==> src/rtl/imem_pkg.sv <==
// Shared constants and loader state type for the instruction memory and its
// boot-time loader, so both sides agree on geometry.
package imem_pkg;

    localparam int DATA_WIDTH = 32;
    localparam int ADDR_WIDTH = 13;
    localparam int WORD_NUM   = (2 ** ADDR_WIDTH) / 4;
    // Word index is one bit wider than a word address so that a full image
    // (N == WORD_NUM) can be counted without overflow.
    localparam int IDX_WIDTH  = ADDR_WIDTH - 1;

    typedef enum logic [2:0] {
        IDLE,
        LEN_LO,
        LEN_HI,
        DATA,
        CSUM,
        DONE,
        ERR
    } loader_state_t;

endpackage

==> src/rtl/imem_loader_byte_packer.sv <==
// Little-endian byte-to-word packer: a 2-bit lane counter steers each accepted
// byte into its lane and flags the byte that completes a word.
module byte_packer
    import imem_pkg::*;
(
    input  logic                  clk,
    input  logic                  rst,
    input  logic                  clr,
    input  logic                  in_fire,
    input  logic [7:0]            in_byte,
    output logic [DATA_WIDTH-1:0] word,
    output logic                  word_done
);

    logic [1:0]            lane_q, lane_d;
    logic [DATA_WIDTH-1:0] acc_q, acc_d;

    // Word as it looks including the byte accepted this cycle, so the
    // complete word is available combinationally on the lane-3 byte.
    for (genvar gi = 0; gi < 4; gi++) begin : g_lane
        assign word[8*gi +: 8] = (in_fire && (lane_q == 2'(gi))) ? in_byte
                                                                 : acc_q[8*gi +: 8];
    end

    // Lane advance and partial-word capture.
    always_comb begin
        lane_d    = lane_q;
        acc_d     = acc_q;
        word_done = 1'b0;
        if (clr) begin
            lane_d = 2'd0;
            acc_d  = '0;
        end else if (in_fire) begin
            lane_d    = lane_q + 2'd1;
            acc_d     = word;
            word_done = (lane_q == 2'd3);
        end
    end

    // Packer state registers.
    always_ff @(posedge clk) begin
        if (rst) begin
            lane_q <= 2'd0;
            acc_q  <= '0;
        end else begin
            lane_q <= lane_d;
            acc_q  <= acc_d;
        end
    end

endmodule

==> src/rtl/imem_loader.sv <==
// Boot loader: parses a length-prefixed, checksummed byte stream, writes the
// payload words into instruction RAM and holds the CPU in reset until a
// verified image is in place.
module imem_loader
    import imem_pkg::*;
(
    input  logic                  clk,
    input  logic                  rst,
    input  logic                  start,
    input  logic                  in_valid,
    input  logic [7:0]            in_data,
    output logic                  in_ready,
    output logic                  w_en,
    output logic [ADDR_WIDTH-1:0] w_addr,
    output logic [DATA_WIDTH-1:0] w_data,
    output logic                  busy,
    output logic                  done,
    output logic                  err,
    output logic                  cpu_hold
);

    loader_state_t         state_q, state_d;
    logic [7:0]            len_lo_q, len_lo_d;
    logic [IDX_WIDTH-1:0]  n_q, n_d;
    logic [IDX_WIDTH-1:0]  idx_q, idx_d;
    logic [7:0]            csum_q, csum_d;
    logic                  w_en_q, w_en_d;
    logic [ADDR_WIDTH-1:0] w_addr_q, w_addr_d;
    logic [DATA_WIDTH-1:0] w_data_q, w_data_d;

    logic                  fire;
    logic                  clr;
    logic [15:0]           len_full;
    logic [DATA_WIDTH-1:0] pk_word;
    logic                  pk_done;

    assign fire     = in_valid && in_ready;
    assign len_full = {in_data, len_lo_q};

    byte_packer u_packer (
        .clk       (clk),
        .rst       (rst),
        .clr       (clr),
        .in_fire   (fire && (state_q == DATA)),
        .in_byte   (in_data),
        .word      (pk_word),
        .word_done (pk_done)
    );

    // Frame parser, word/checksum bookkeeping and write-port scheduling.
    always_comb begin
        state_d  = state_q;
        len_lo_d = len_lo_q;
        n_d      = n_q;
        idx_d    = idx_q;
        csum_d   = csum_q;
        w_en_d   = 1'b0;
        w_addr_d = w_addr_q;
        w_data_d = w_data_q;
        clr      = 1'b0;
        case (state_q)
            IDLE, DONE, ERR: begin
                if (start) begin
                    state_d  = LEN_LO;
                    clr      = 1'b1;
                    len_lo_d = 8'd0;
                    n_d      = '0;
                    idx_d    = '0;
                    csum_d   = 8'd0;
                end
            end
            LEN_LO: begin
                if (fire) begin
                    len_lo_d = in_data;
                    state_d  = LEN_HI;
                end
            end
            LEN_HI: begin
                if (fire) begin
                    if (len_full > 16'(WORD_NUM)) begin
                        state_d = ERR;
                    end else if (len_full == 16'd0) begin
                        state_d = CSUM;
                    end else begin
                        n_d     = len_full[IDX_WIDTH-1:0];
                        state_d = DATA;
                    end
                end
            end
            DATA: begin
                if (fire) begin
                    csum_d = csum_q + in_data;
                    if (pk_done) begin
                        w_en_d   = 1'b1;
                        w_addr_d = {idx_q[IDX_WIDTH-2:0], 2'b00};
                        w_data_d = pk_word;
                        idx_d    = idx_q + 1'b1;
                        if (idx_d == n_q) begin
                            state_d = CSUM;
                        end
                    end
                end
            end
            CSUM: begin
                if (fire) begin
                    state_d = (in_data == csum_q) ? DONE : ERR;
                end
            end
            default: state_d = IDLE;
        endcase
    end

    // Loader state and write-port registers.
    always_ff @(posedge clk) begin
        if (rst) begin
            state_q  <= IDLE;
            len_lo_q <= 8'd0;
            n_q      <= '0;
            idx_q    <= '0;
            csum_q   <= 8'd0;
            w_en_q   <= 1'b0;
            w_addr_q <= '0;
            w_data_q <= '0;
        end else begin
            state_q  <= state_d;
            len_lo_q <= len_lo_d;
            n_q      <= n_d;
            idx_q    <= idx_d;
            csum_q   <= csum_d;
            w_en_q   <= w_en_d;
            w_addr_q <= w_addr_d;
            w_data_q <= w_data_d;
        end
    end

    // Status outputs decode directly from the registered state.
    always_comb begin
        busy     = (state_q == LEN_LO) || (state_q == LEN_HI) ||
                   (state_q == DATA)   || (state_q == CSUM);
        in_ready = busy;
        done     = (state_q == DONE);
        err      = (state_q == ERR);
        cpu_hold = (state_q != DONE);
        w_en     = w_en_q;
        w_addr   = w_addr_q;
        w_data   = w_data_q;
    end

endmodule

==> config.mk <==
export PLATFORM = sky130hd
export DESIGN_NAME = imem_loader
export DESIGN_NICKNAME = d
export VERILOG_FILES = /design/src/rtl/imem_pkg.sv /design/src/rtl/imem_loader_byte_packer.sv /design/src/rtl/imem_loader.sv
export SDC_FILE = /design/constraint.sdc
export NUM_CORES = 1
export LEC_CHECK = 0
export CAP_MARGIN = 20
export CORE_AREA = 5 5 138 74
export CTS_BUF_LIST = sky130_fd_sc_hd__clkbuf_16
export DETAILED_ROUTE_END_ITERATION = 6
export DIE_AREA = 0 0 143 79
export GPL_TIMING_DRIVEN = 0
export PLACE_DENSITY = 0.83
export SETUP_SLACK_MARGIN = 0.05
export SLEW_MARGIN = 20
export SYNTH_ARGS = -nofsm -noshare
export SYNTH_HDL_FRONTEND = slang
export SYNTH_SLANG_ARGS = --single-unit
==> constraint.sdc <==
create_clock -name clk -period 3.62 [get_ports clk]
set_clock_uncertainty 0.05 [all_clocks]
set_input_delay 0.543 -clock clk [delete_from_list [all_inputs] [get_ports clk]]
set_output_delay 0.543 -clock clk [all_outputs]
set_load 0.005 [all_outputs]
==> impl_metrics.tcl, run 1 <==
set metrics [dict create \
    leakagePower_nw 2.504 \
    grt_max_degree 17 \
    clock_latency_ns 0.42 \
    p_per_area_nw_per_um2 557.7 \
    yosysTopAreaCell "dfxtp_1" \
    hold_viol 0 \
    syn_avg_cell_area_sq_um 8.401 \
    yosysTopAreaCellShare 0.4343 \
    antenna_found_initial 1 \
    switchingPower_w 0.001121 \
    path_class "in2reg" \
    grt_pass1_vias 4558 \
    synth_cell_types 53 \
    clock_path_buffers 2 \
    period_share 0.8300 \
    r2r_slack_ns 1.29 \
    rsz0062_at_grt "no" \
    routed_wl_um 14920 \
    status "finished with violations" \
    cts_setup_buffers 0 \
    netlist_area_sq_um 5209 \
    vias 4892 \
    cts_hold_buffers 0 \
    post-route-drc-count 10 \
    io_buffers 58 \
    end_kind "flop" \
    die_w_um 143 \
    place_area_sq_um 5944 \
    yosys_register_bits 113 \
    crit_fanout 9 \
    cts.htree.levels 4 \
    pin_count 63 \
    cts_buffers 17 \
    nNetsFinal 724 \
    max_freq_ghz 0.3328 \
    cts_tree "done" \
    gp_congestion 0.9296 \
    dieArea_sq_um 11300 \
    seq_area_frac_synth 0.4343 \
    tightest_slew_ns 0.7712 \
    track_usage 0.2694 \
    violations "DRC" \
    combPwrFrac 0.208 \
    clkTransAtPathRegs_ns 0.06 \
    p_int_w 0.002508 \
    synth_edf_count 0 \
    vdd_drop_max_mv 0.4119 \
    hpwl_um 10530 \
    dieHeight_um 79 \
    via_per_inst 5.873 \
    overflow 0 \
    final_area_sq_um 6506 \
    clkSinkCount 113 \
    layout-area-overhead-vs-synth_pct 24.91 \
    relSlewSlack 0.4819 \
    fp-row-count 25 \
    synthTopCellsByArea "dfxtp_1 (43%), mux2i_1 (7.3%), nor2_1 (6.8%)" \
    drtAntennaViolNets 0 \
    min_period_ns 3.005 \
    max-cap-violations 0 \
    seqPwrFrac 0.357 \
    wl_per_cell_um 17.91 \
    firstDrtPassIters 7 \
    sw_frac_of_total 0.3088 \
    drv_slew 0 \
    startpoint_type "input port" \
    cts_root_buffer "clkbuf_16" \
    drive_gt1_frac 0.07736 \
    ctsResizeCount 0 \
    grt_pass1_wl_um 23610 \
    worstHoldPathType "in2reg" \
    initial_utilization 0.5762 \
    clkPwrFrac 0.435 \
    syn_inst 620 \
    drtIter0Drc 467 \
    required_ns 3.93 \
    ys.warnings.count 0 \
    setup-violations-final 0 \
    ys.flop_type "dfxtp_1" \
    fin_setup_tns_ns 0 \
    async_reset_ff_frac 0 \
    core_area_sq_um 9040 \
    worstPathArrival_ns 3.32 \
]
==> worst paths after layout <==
path / startpoint / end / cells after the start
max: in_data[1] / csum_q[7]$_SDFFE_PP0P_ / 8
min: in_data[7] / w_data[31]$_SDFFE_PP0P_ / 3
max reg2reg: idx_q[0]$_SDFFE_PP0P_ / state_q[2]$_SDFFE_PP0P_ / 7
min reg2reg: w_addr[10]$_SDFFE_PP0P_ / w_addr[10]$_SDFFE_PP0P_ / 2
==> per-layer routing <==
metal	track usage	share of wire	vias to the layer above
met2	0.3820	0.41	310
met3	0.08484	0.11	33
met5	0	0	-
li1	-	-	2287
met4	0.08729	0.020	0
met1	0.3872	0.46	2262
==> synthesized netlist by cell type, drive strengths merged (5+ instances only) <==
master	instances
nor4	5
a211oi	25
mux2i	38
clkbuf	22
o21ai	18
xor2	10
nor3	12
nand2b	14
inv	7
and3	5
buf	26
ha	13
nand2	85
dfxtp	113
nand3	12
nand3b	6
xnor2	18
nor2	94
a21oi	54
==> cell usage in the layout, fill, tap and decap left out, drive strengths merged, types with 2 or more instances in the layout <==
cell type | synthesis | routed
nand4 | 4 | 4
o311ai | 3 | 3
clkdlybuf4s50 | 0 | 58
nand3 | 12 | 12
a21o | 3 | 3
nand2b | 14 | 14
xor2 | 10 | 10
mux2i | 38 | 38
nor3 | 12 | 12
clkbuf | 22 | 39
a211oi | 25 | 25
nor4 | 5 | 5
ha | 13 | 13
clkinvlp | 0 | 4
a21oi | 54 | 54
and2 | 3 | 3
dfxtp | 113 | 113
clkinv | 0 | 6
a22oi | 3 | 3
or4 | 2 | 2
or3 | 4 | 4
o21bai | 2 | 2
nand3b | 6 | 6
and3 | 5 | 5
nor2 | 94 | 94
conb | 1 | 2
nand2 | 85 | 85
o21ai | 18 | 18
inv | 7 | 11
xnor2 | 18 | 18
nor3b | 4 | 4
buf | 26 | 26
==> stage by stage <==
step,total power [W],utilization,worst slack (ns),hold WS (ns),instances
after CTS,0.003613,0.7194,0.6763,0.3787,832
after global placement,0.002022,0.6576,0.5184,0.3934,800
after detailed placement,0.002046,0.6576,0.4248,0.3994,800
after global routing,0.003744,0.7197,0.4979,0.3972,833
final,0.003629,0.7197,0.6153,0.3929,833
after floorplan,0.001834,-,1.434,0.3856,621
==> power groups by stage <==
stage	Clock, W	Sequential [W]	Combinational [W]
3_5_place_dp	0	0.00132	0.000726
2_1_floorplan	0	0.00132	0.000519
3_3_place_gp	0	0.00132	0.000703
5_1_grt	0.00164	0.00130	0.000808
6_report	0.00158	0.00129	0.000755
4_1_cts	0.00158	0.00129	0.000736
==> area by class of cell <==
type | instances | area [sq um]
antenna | 1 | 2.502
buffer | 48 | 234.0
clock buffer | 17 | 425.4
clock inverter | 15 | 133.9
fill | 677 | 2534
inverter | 7 | 26.28
multi-input combinational | 453 | 2690
sequential | 113 | 2262
tap | 121 | 151.4
timing repair buffer | 58 | 580.6
==> cell families (layout without fill, tap and decap cells) <==
group	after synthesis	count (layout)	share of synthesized area
other cells	1	3	0.0007199
flops	113	113	0.4343
simple gates	254	254	0.2200
fa+ha+maj	15	15	0.03699
compound gates	116	116	0.1379
xor+xnor	28	28	0.04708
mux	38	38	0.07302
buf+inv	55	145	0.04996
==> worst max-delay path, stage by stage <==
cell and delay [ns]:
clkdlybuf4s50_1 0.89, ha_1 0.36, a21oi_1 0.21, o21ai_0 0.17, a2111oi_0 0.48, nor3_1 0.17
a2111o_1 0.39, nand3_1 0.09
==> flip-flops by register name, indices dropped and copies added, names as in the netlist <==
| signal | flops |
|---|---|
| csum_q | 8 |
| idx_q | 12 |
| len_lo_q | 8 |
| n_q | 12 |
| state_q | 3 |
| u_packer.acc_q | 24 |
| u_packer.lane_q | 2 |
| w_addr | 11 |
| w_data | 32 |
| w_en | 1 |
Power figures use the tool's default switching activity.
==> run 2, diff against run 1 <==
Settings changed: CORE_AREA 5 5 138 74 to 5 5 144 77, DIE_AREA 0 0 143 79 to 0 0 149 82, PLACE_DENSITY 0.83 to 0.77.
Clock period 3.62 ns to 2.8 ns, I/O delays scaled along.
==> run 2 against run 1 <==
  * The flow now finishes without violations
  * Clock power grew 35%
  * Sequential power grew 29%
  * Critical path depth shrank 2
  * Utilization shrank 5.3 points
  * Combinational power grew 29%
  * Critical path type is now reg2out
  * Largest power group unchanged
==> impl_metrics.tcl, run 2 (synthesis results as in run 1) <==
set metrics [dict create \
    die_w_um 149 \
    min_period_ns 2.675 \
    leakagePower_nw 2.534 \
    cp-startpoint "state_q[0]$_SDFFE_PP0P_" \
    antenna_found_initial 0 \
    cts_setup_buffers 0 \
    routed_wl_um 14710 \
    setup-violations-final 0 \
    n_antenna_cell 0 \
    clock_latency_ns 0.41 \
    core_area_sq_um 9824 \
    startpoint_type "flop" \
    drtIter0Drc 509 \
    post-route-drc-count 0 \
    clock_path_buffers 2 \
    crit_fanout 10 \
    fp-row-count 26 \
    vdd_drop_max_mv 0.5782 \
    worstPathArrival_ns 2.20 \
    worstHoldPathType "in2reg" \
    dieHeight_um 82 \
    io_buffers 58 \
    cts_tree "done" \
    gp_congestion 1.006 \
    crit_family "buffers and inverters" \
    slowest_stage "clkdlybuf4s50_1" \
    hpwl_um 10840 \
    track_usage 0.2485 \
    r2r_slack_ns 0.35 \
    path_class "reg2out" \
    r2r-end "state_q[2]$_SDFFE_PP0P_" \
    dieArea_sq_um 12220 \
    cp.depth 6 \
    r2r_cells 7 \
    relSlewSlack 0.4356 \
    cp_cell_sequence "buf_2 > buf_2 > nor2_1 > xnor2_1 > buf_4 > clkdlybuf4s50_1" \
    clkSinkCount 113 \
    p_per_area_nw_per_um2 729.1 \
    cts_hold_buffers 0 \
    layout-area-overhead-vs-synth_pct 25.82 \
    vias 4810 \
    period_share 0.9553 \
    cts.htree.levels 4 \
    path_buf_inv 4 \
    grt_pass1_vias 4448 \
    required_ns 2.33 \
    wl_per_cell_um 17.31 \
    post-route-util 0.6671 \
    pin_count 63 \
    clkTransAtPathRegs_ns 0.06 \
    via_per_inst 5.659 \
    max-cap-violations 0 \
    end_kind "primary output" \
    status "finished clean" \
    max_freq_ghz 0.3739 \
    grt_pass1_wl_um 23470 \
    drive_gt1_frac 0.07887 \
    hold_viol 0 \
    cpMostUsedCell "buf_2" \
    mostFrequentLayoutCells "dfxtp_1 (113), nor2_1 (94), nand2_1 (85)" \
    dp_slack_ns -0.2977 \
    critPathMaxStageDelay_ns 0.48 \
    initial_utilization 0.5302 \
    rsz0062_at_grt "no" \
    drtAntennaViolNets 0 \
    drv_slew 0 \
    mostFrequentLayoutCell "dfxtp_1" \
    largest_reg_flops 32 \
    nNetsFinal 723 \
    fin_ws_ns 0.1253 \
    overflow 0 \
    crit_end "in_ready" \
    r2r_start "idx_q[0]$_SDFFE_PP0P_" \
    cts_buffers 17 \
    firstDrtPassIters 5 \
    cts_root_buffer "clkbuf_16" \
    grt_max_degree 19 \
    tightest_slew_ns 0.8402 \
]
run 2: cell count changes in the layout (fill, tap and decap cells not counted), sizes merged:
| cell | change |
|---|---|
| clkinv | -3 |
| clkdlybuf4s50 | -2 |
| dlymetal6s2s | +2 |
| bufinv | +1 |
| clkbuf | -1 |
| clkinvlp | +1 |
| diode | -1 |
| inv | +1 |
run 2: per-layer routing:
layer  global-route usage  vias up  routed length, um  share of wire
met1               0.3565     2262               7093           0.48
met5                    0        -                  0              0
li1                     -     2278                  -              -
met3              0.09372       23               1674           0.11
met4              0.06027        0                180          0.012
met2               0.3506      247               5765           0.39
run 2: power breakdown:
part / leakage, nW / total, W / internal (W) / switching (W)
clock network: 0.274 / 0.00213 / 0.00132 / 0.000813
logic: 1.35 / 0.000977 / 0.000367 / 0.000610
registers: 0.911 / 0.00167 / 0.00165 / 0.0000222
total: 2.53 / 0.00478 / 0.00333 / 0.00145
run 2: stage by stage:
step / cell area (sq um) / setup TNS (ns) / hold slack (ns) / cells / power, W
floorplan: 5213 / 0 / 0.3856 / 621 / 0.002371
global placement: 5968 / -1.039 / 0.3939 / 819 / 0.002623
detailed placement: 5968 / -1.717 / 0.4007 / 819 / 0.002655
CTS: 6549 / 0 / 0.2568 / 850 / 0.004758
global route: 6554 / 0 / 0.2799 / 850 / 0.004969
finish: 6554 / 0 / 0.2682 / 850 / 0.004779
run 2: layout make-up:
cell class / count / area (sq um)
sequential: 113 / 2262
timing repair buffer: 58 / 585.6
tap: 140 / 175.2
fill: 804 / 3271
clock inverter: 15 / 158.9
inverter: 7 / 26.28
clock buffer: 17 / 425.4
multi-input combinational: 453 / 2690
buffer: 47 / 230.2
run 2: how the worst min path moves through the flow:
stage | start | endpoint | cells past startpoint
finish | in_data[7] | w_data[31]$_SDFFE_PP0P_ | 3
global route | in_data[7] | w_data[31]$_SDFFE_PP0P_ | 3
CTS | in_data[7] | w_data[31]$_SDFFE_PP0P_ | 3
detailed placement | w_addr[10]$_SDFFE_PP0P_ | w_addr[10]$_SDFFE_PP0P_ | 2
global placement | csum_q[2]$_SDFFE_PP0P_ | csum_q[2]$_SDFFE_PP0P_ | 2
floorplan | csum_q[0]$_SDFFE_PP0P_ | csum_q[0]$_SDFFE_PP0P_ | 2
run 2: what timing repair did:
item,4_1_cts,5_1_grt
gates resized for setup,0,2
gates cloned,0,0
setup endpoints to repair,1,2
run 2: worst register-to-register path, stage by stage, from the launching register on:
cell	delay, ns
dfxtp_1	0.56
nand3_1	0.28
or2_0	0.27
clkbuf_1	0.17
o41ai_1	0.43
nand3_1	0.18
o21ai_1	0.25
and3_1	0.19
